## src/rtl/vga_frame_sched.sv

```systemverilog
// vga_frame_sched: VGA raster timing generator plus a two-source frame capture
// scheduler. One source frame (image or Hough accumulator) is handed to the
// VGA handler per vertical blank, round-robin when both sources are ready.
module vga_frame_sched #(
   parameter int H_ACTIVE = 640,
   parameter int H_FP     = 16,
   parameter int H_SYNC   = 96,
   parameter int H_BP     = 48,
   parameter int V_ACTIVE = 480,
   parameter int V_FP     = 10,
   parameter int V_SYNC   = 2,
   parameter int V_BP     = 33
) (
   input  logic       Clk,
   input  logic       Reset,
   input  logic       ReqIn0,
   input  logic       ReqIn1,
   output logic       AckIn0,
   output logic       AckIn1,
   output logic       Sel,
   output logic       CapReq,
   input  logic       CapAck,
   output logic       Hsync,
   output logic       Vsync,
   output logic       Active,
   output logic [9:0] PixX,
   output logic [9:0] PixY,
   output logic       FrameStart
);
   // Raster geometry; totals must fit the 10-bit coordinate range.
   localparam int H_TOTAL = H_ACTIVE + H_FP + H_SYNC + H_BP;
   localparam int V_TOTAL = V_ACTIVE + V_FP + V_SYNC + V_BP;
   localparam logic [9:0] H_LAST   = 10'(H_TOTAL - 1);
   localparam logic [9:0] H_VIS    = 10'(H_ACTIVE);
   localparam logic [9:0] H_SYNC_S = 10'(H_ACTIVE + H_FP);
   localparam logic [9:0] H_SYNC_E = 10'(H_ACTIVE + H_FP + H_SYNC);
   localparam logic [9:0] V_LAST   = 10'(V_TOTAL - 1);
   localparam logic [9:0] V_VIS    = 10'(V_ACTIVE);
   localparam logic [9:0] V_SYNC_S = 10'(V_ACTIVE + V_FP);
   localparam logic [9:0] V_SYNC_E = 10'(V_ACTIVE + V_FP + V_SYNC);

   typedef enum logic [1:0] {
      IDLE    = 2'd0,
      WAIT_VB = 2'd1,
      CAPTURE = 2'd2,
      RELEASE = 2'd3
   } state_t;

   logic [9:0] hcnt_q, hcnt_d, vcnt_q, vcnt_d;
   logic       hsync_q, hsync_d, vsync_q, vsync_d;
   logic       active_q, active_d, fs_q, fs_d;
   logic [9:0] pixx_q, pixx_d, pixy_q, pixy_d;

   state_t     state_q;
   logic       sel_q, last_q, capreq_q, ack0_q, ack1_q;
   logic       done_q;        // a capture already completed in this blank
   logic       vblank_s;
   logic       granted_req_s;

   // Next-state of the raster counters: Hcnt wraps per line, Vcnt per frame
   always_comb begin
      hcnt_d = hcnt_q;
      vcnt_d = vcnt_q;
      if (hcnt_q == H_LAST) begin
         hcnt_d = 10'd0;
         if (vcnt_q == V_LAST) begin
            vcnt_d = 10'd0;
         end else begin
            vcnt_d = vcnt_q + 10'd1;
         end
      end else begin
         hcnt_d = hcnt_q + 10'd1;
      end
   end

   // Decode the current counter values; registered below so outputs lag by one
   always_comb begin
      active_d = (hcnt_q < H_VIS) && (vcnt_q < V_VIS);
      hsync_d  = !((hcnt_q >= H_SYNC_S) && (hcnt_q < H_SYNC_E));
      vsync_d  = !((vcnt_q >= V_SYNC_S) && (vcnt_q < V_SYNC_E));
      fs_d     = (hcnt_q == 10'd0) && (vcnt_q == 10'd0);
      if (active_d) begin
         pixx_d = hcnt_q;
         pixy_d = vcnt_q;
      end else begin
         pixx_d = 10'd0;
         pixy_d = 10'd0;
      end
   end

   // Raster counters and registered timing outputs
   always_ff @(posedge Clk) begin
      if (Reset) begin
         hcnt_q   <= 10'd0;
         vcnt_q   <= 10'd0;
         hsync_q  <= 1'b1;
         vsync_q  <= 1'b1;
         active_q <= 1'b0;
         fs_q     <= 1'b0;
         pixx_q   <= 10'd0;
         pixy_q   <= 10'd0;
      end else begin
         hcnt_q   <= hcnt_d;
         vcnt_q   <= vcnt_d;
         hsync_q  <= hsync_d;
         vsync_q  <= vsync_d;
         active_q <= active_d;
         fs_q     <= fs_d;
         pixx_q   <= pixx_d;
         pixy_q   <= pixy_d;
      end
   end

   assign vblank_s      = (vcnt_q >= V_VIS);
   assign granted_req_s = sel_q ? ReqIn1 : ReqIn0;

   // Capture scheduler: grant, wait for blank, handshake with handler, release
   always_ff @(posedge Clk) begin
      if (Reset) begin
         state_q  <= IDLE;
         sel_q    <= 1'b0;
         last_q   <= 1'b1;
         capreq_q <= 1'b0;
         ack0_q   <= 1'b0;
         ack1_q   <= 1'b0;
         done_q   <= 1'b0;
      end else begin
         ack0_q <= 1'b0;
         ack1_q <= 1'b0;
         if (!vblank_s) begin
            done_q <= 1'b0;
         end
         case (state_q)
            IDLE: begin
               if (ReqIn0 && ReqIn1) begin
                  sel_q   <= ~last_q;
                  state_q <= WAIT_VB;
               end else if (ReqIn0) begin
                  sel_q   <= 1'b0;
                  state_q <= WAIT_VB;
               end else if (ReqIn1) begin
                  sel_q   <= 1'b1;
                  state_q <= WAIT_VB;
               end else begin
                  state_q <= IDLE;
               end
            end
            WAIT_VB: begin
               if (!granted_req_s) begin
                  state_q <= IDLE;
               end else if (vblank_s && !done_q) begin
                  state_q  <= CAPTURE;
                  capreq_q <= 1'b1;
               end else begin
                  state_q <= WAIT_VB;
               end
            end
            CAPTURE: begin
               // Source dropping its request here is deliberately ignored.
               if (CapAck) begin
                  state_q  <= RELEASE;
                  capreq_q <= 1'b0;
                  done_q   <= 1'b1;
               end else if (!vblank_s) begin
                  state_q  <= WAIT_VB;
                  capreq_q <= 1'b0;
               end else begin
                  state_q <= CAPTURE;
               end
            end
            RELEASE: begin
               ack0_q  <= ~sel_q;
               ack1_q  <= sel_q;
               last_q  <= sel_q;
               state_q <= IDLE;
            end
            default: begin
               state_q  <= IDLE;
               capreq_q <= 1'b0;
            end
         endcase
      end
   end

   assign AckIn0     = ack0_q;
   assign AckIn1     = ack1_q;
   assign Sel        = sel_q;
   assign CapReq     = capreq_q;
   assign Hsync      = hsync_q;
   assign Vsync      = vsync_q;
   assign Active     = active_q;
   assign PixX       = pixx_q;
   assign PixY       = pixy_q;
   assign FrameStart = fs_q;

endmodule

```

## config.mk

```make
export PLATFORM = sky130hd
export DESIGN_NAME = vga_frame_sched
export DESIGN_NICKNAME = d
export VERILOG_FILES = /design/src/rtl/vga_frame_sched.sv
export SDC_FILE = /design/constraint.sdc
export NUM_CORES = 1
export LEC_CHECK = 0
export CORE_UTILIZATION = 55
export DETAILED_ROUTE_END_ITERATION = 7
export MAX_ROUTING_LAYER = met4
export PLACE_DENSITY = 0.85
export SLEW_MARGIN = 15
export SYNTH_ARGS = -nofsm -noshare
export SYNTH_HDL_FRONTEND = slang
export SYNTH_SLANG_ARGS = --single-unit
```

## constraint.sdc

```tcl
create_clock -name Clk -period 4.8 [get_ports Clk]
set_input_delay 0.48 -clock Clk [delete_from_list [all_inputs] [get_ports Clk]]
set_output_delay 0.48 -clock Clk [all_outputs]
set_load 0.01 [all_outputs]
```

==> results.sh <==
export IMPL_yosys_area_top_type_share=0.501
export IMPL_hold_path_class="reg2reg"
export IMPL_first_global_vias=1467
export IMPL_hold_path_startpoint="CapReq"
export IMPL_synthTopCellsByCount="52 x dfxtp_1, 21 x nor2_1, 18 x nand2_1, 16 x and2_1, 10 x nand3_1"
export IMPL_wl_per_cell_microns=12.7
export IMPL_path_clk_slew_ps=80
export IMPL_synth_edf_count=0
export IMPL_drtIter0Drc=73
export IMPL_maxCapViolCount=0
export IMPL_async_flop_share=0
export IMPL_die_height_microns=63.5
export IMPL_setup_tns_ps=0
export IMPL_cts_root_buf="clkbuf_8"
export IMPL_clock_latency_ps=300
export IMPL_cts_inserted_buffers=5
export IMPL_reg2reg_from="hcnt_q[5]"
export IMPL_clock_skew_ps=9.41
export IMPL_crit_path_start_kind="primary input"
export IMPL_grt_max_degree=24
export IMPL_n_fill_cell=263
export IMPL_period_share=0.423
export IMPL_yosys_area_share_adder=0.0301
export IMPL_grt_pass1_wl_mm=6.66
export IMPL_critPathMaxFanout=23
export IMPL_synth_cells=224
export IMPL_routabilityCongestion=0.853
export IMPL_finalHoldViolCount=0
export IMPL_via_count=1648
export IMPL_min_to="CapReq"
export IMPL_synth_top_family_by_area="simple AND/OR/NAND/NOR gates"
export IMPL_htreeDepth=2
export IMPL_netlist_area_sq_um=2080
export IMPL_portBuffers=32
export IMPL_yosysTopAreaCell="dfxtp_1"
export IMPL_seq_area_frac_synth=0.501
export IMPL_worstSetupPathType="in2reg"
export IMPL_dp_hpwl_mm=2.58
export IMPL_worstPathRequired_ps=5040
export IMPL_synth_simple_area_share=0.295
export IMPL_finalInstanceArea_sq_um=2500
export IMPL_finalPower_uw=734
export IMPL_crit_path_end_kind="flop"
export IMPL_fin_ws_ps=2770
export IMPL_max_vdd_ir_drop_v=0.000180
export IMPL_ys_flop_type="dfxtp_1"
export IMPL_placed_area_sq_um=2400
export IMPL_clock_path_buffers=2
export IMPL_leakage_nw=0.889
export IMPL_maxSlewViolCount=0
export IMPL_synth_most_common_cell="dfxtp_1"
export IMPL_final_nets=262
export IMPL_synthTopCellsByArea="dfxtp_1 50%, and2_1 4.8%, nor2_1 3.8%, xnor2_1 3.4%, nand2_1 3.3%"
export IMPL_final_setup_viol_count=0
export IMPL_hold_buffers=0
export IMPL_drt_first_pass_iters=4
export IMPL_seq_area_sq_um=1040
export IMPL_cts_sinks=52
export IMPL_die_width_microns=63.5
export IMPL_reg2reg_to="vcnt_q[8]"
export IMPL_ys_types=47
export IMPL_io_pins=33
export IMPL_grt_ovfl_total=0
export IMPL_avgViaCountPerCell=5.51
export IMPL_core_sq_um=3470
export IMPL_antenna_found_initial=0
export IMPL_outcome="complete, no violations"
export IMPL_rsz0062_at_grt="no"
export IMPL_post_route_min_period_ps=2030
export IMPL_synth_compound_area_frac=0.0813
export IMPL_post_synth_cell_area_avg_sq_um=9.27
export IMPL_power_density_nw_per_um2=294
export IMPL_drtAntennaViolNets=0
export IMPL_grtUsageTotal=0.218
export IMPL_arrival_ps=2270
export IMPL_holdWs_ps=463
export IMPL_ys_seq_elements=52
export IMPL_cts_tree="built"
export IMPL_muxShareOfSynthArea=0.00964
export IMPL_mappedNetlistNets=234
export IMPL_dieArea_sq_um=4030
export IMPL_relSlewSlack=0.448
export IMPL_routed_wl_mm=3.81
export IMPL_cts_setup_buffers=0
export IMPL_max_freq_mhz=492
export IMPL_reg2reg_slack_ps=2800
export IMPL_drc_errors=0
export IMPL_rows=21
export IMPL_multi_input_area_sq_um=960
export IMPL_drive_above_1_share=0.0593
export IMPL_reg2regPathDepth=4
export IMPL_num_antenna_cells=0
export IMPL_hold_depth=2
export IMPL_tightest_slew_ps=826
export IMPL_start_util=0.599
export IMPL_place_ws_ps=2120
export IMPL_area_growth_pct=20.2
export IMPL_cts_resized=0
export IMPL_synthXorXnorAreaFrac=0.0422
export IMPL_yosysWarnings=0
==> critical path, cell delays in order <==
cell             delay [ps]
clkdlybuf4s50_1         830
nor3_2                  740
and2_1                  220
==> report_power, final <==
group          switching [mW]  internal [mW]
sequential            0.00673          0.439
clock                   0.134          0.115
combinational          0.0196         0.0196
==> cells by family (layout without fill, tap and decap cells) <==
family,Yosys count,after routing
compound gates,26,26
mux,2,2
simple gates,110,110
fa+ha+maj,5,5
other cells,1,1
buf+inv,18,47
xor+xnor,10,10
flops,52,52
==> flip-flops by register name (all words and copies together) (netlist names), 2 cells and up <==
| register | flops |
|---|---|
| PixX | 10 |
| vcnt_q | 10 |
| state_q | 2 |
| hcnt_q | 10 |
| PixY | 10 |
==> cell type report <==
| cell class | instances | area share |
|---|---|---|
| multi-input cells | 154 | 0.384 |
| repair buffers | 32 | 0.128 |
| flip-flops and latches | 52 | 0.417 |
| well taps | 46 | 0.0230 |
| clock inverters | 2 | 0.00401 |
| clock buffers | 6 | 0.0331 |
| inverters | 7 | 0.0105 |
==> layout by cell type (no fill, tap or decap), types with 2 or more instances in the layout <==
cell type	n
xor2_1	2
nor2b_1	2
and2_1	16
mux2i_1	2
clkinv_2	2
nor3b_1	2
o21ai_0	5
clkdlybuf4s50_1	32
nor3_1	8
nand2_1	18
a21oi_1	9
nand3b_1	2
and3_1	2
nand3_1	10
nor2_1	21
xnor2_1	8
nand4_1	5
or4_1	3
nand2b_1	2
nor4_1	9
inv_1	7
ha_1	5
clkbuf_8	6
o31ai_1	2
dfxtp_1	52
==> stage by stage <==
step            util  cells
2_1_floorplan      -    224
3_3_place_gp   0.692    291
3_5_place_dp   0.692    291
4_1_cts        0.719    299
5_1_grt        0.720    299
6_report       0.720    299
==> metal layers <==
layer  up-vias  GRT usage  wire (microns)
li1        832          -               -
met3         5     0.0471             166
met2        43      0.342            1800
met4         0     0.0966              52
met1       768      0.269            1790
met5         -          -               0
==> worst max-delay path by stage <==
stage / start / endpoint / slack, ps / cells after the start
after floorplan: hcnt_q[5] / vcnt_q[8] / 2970 / 5
after global placement: Reset / PixY[5] / 2190 / 3
after detailed placement: Reset / PixY[5] / 2120 / 3
after CTS: Reset / PixY[5] / 2430 / 3
after global routing: Reset / PixY[5] / 2610 / 3
final: Reset / PixX[5] / 2770 / 3
Note: power is estimated with default switching activity, not from simulation.
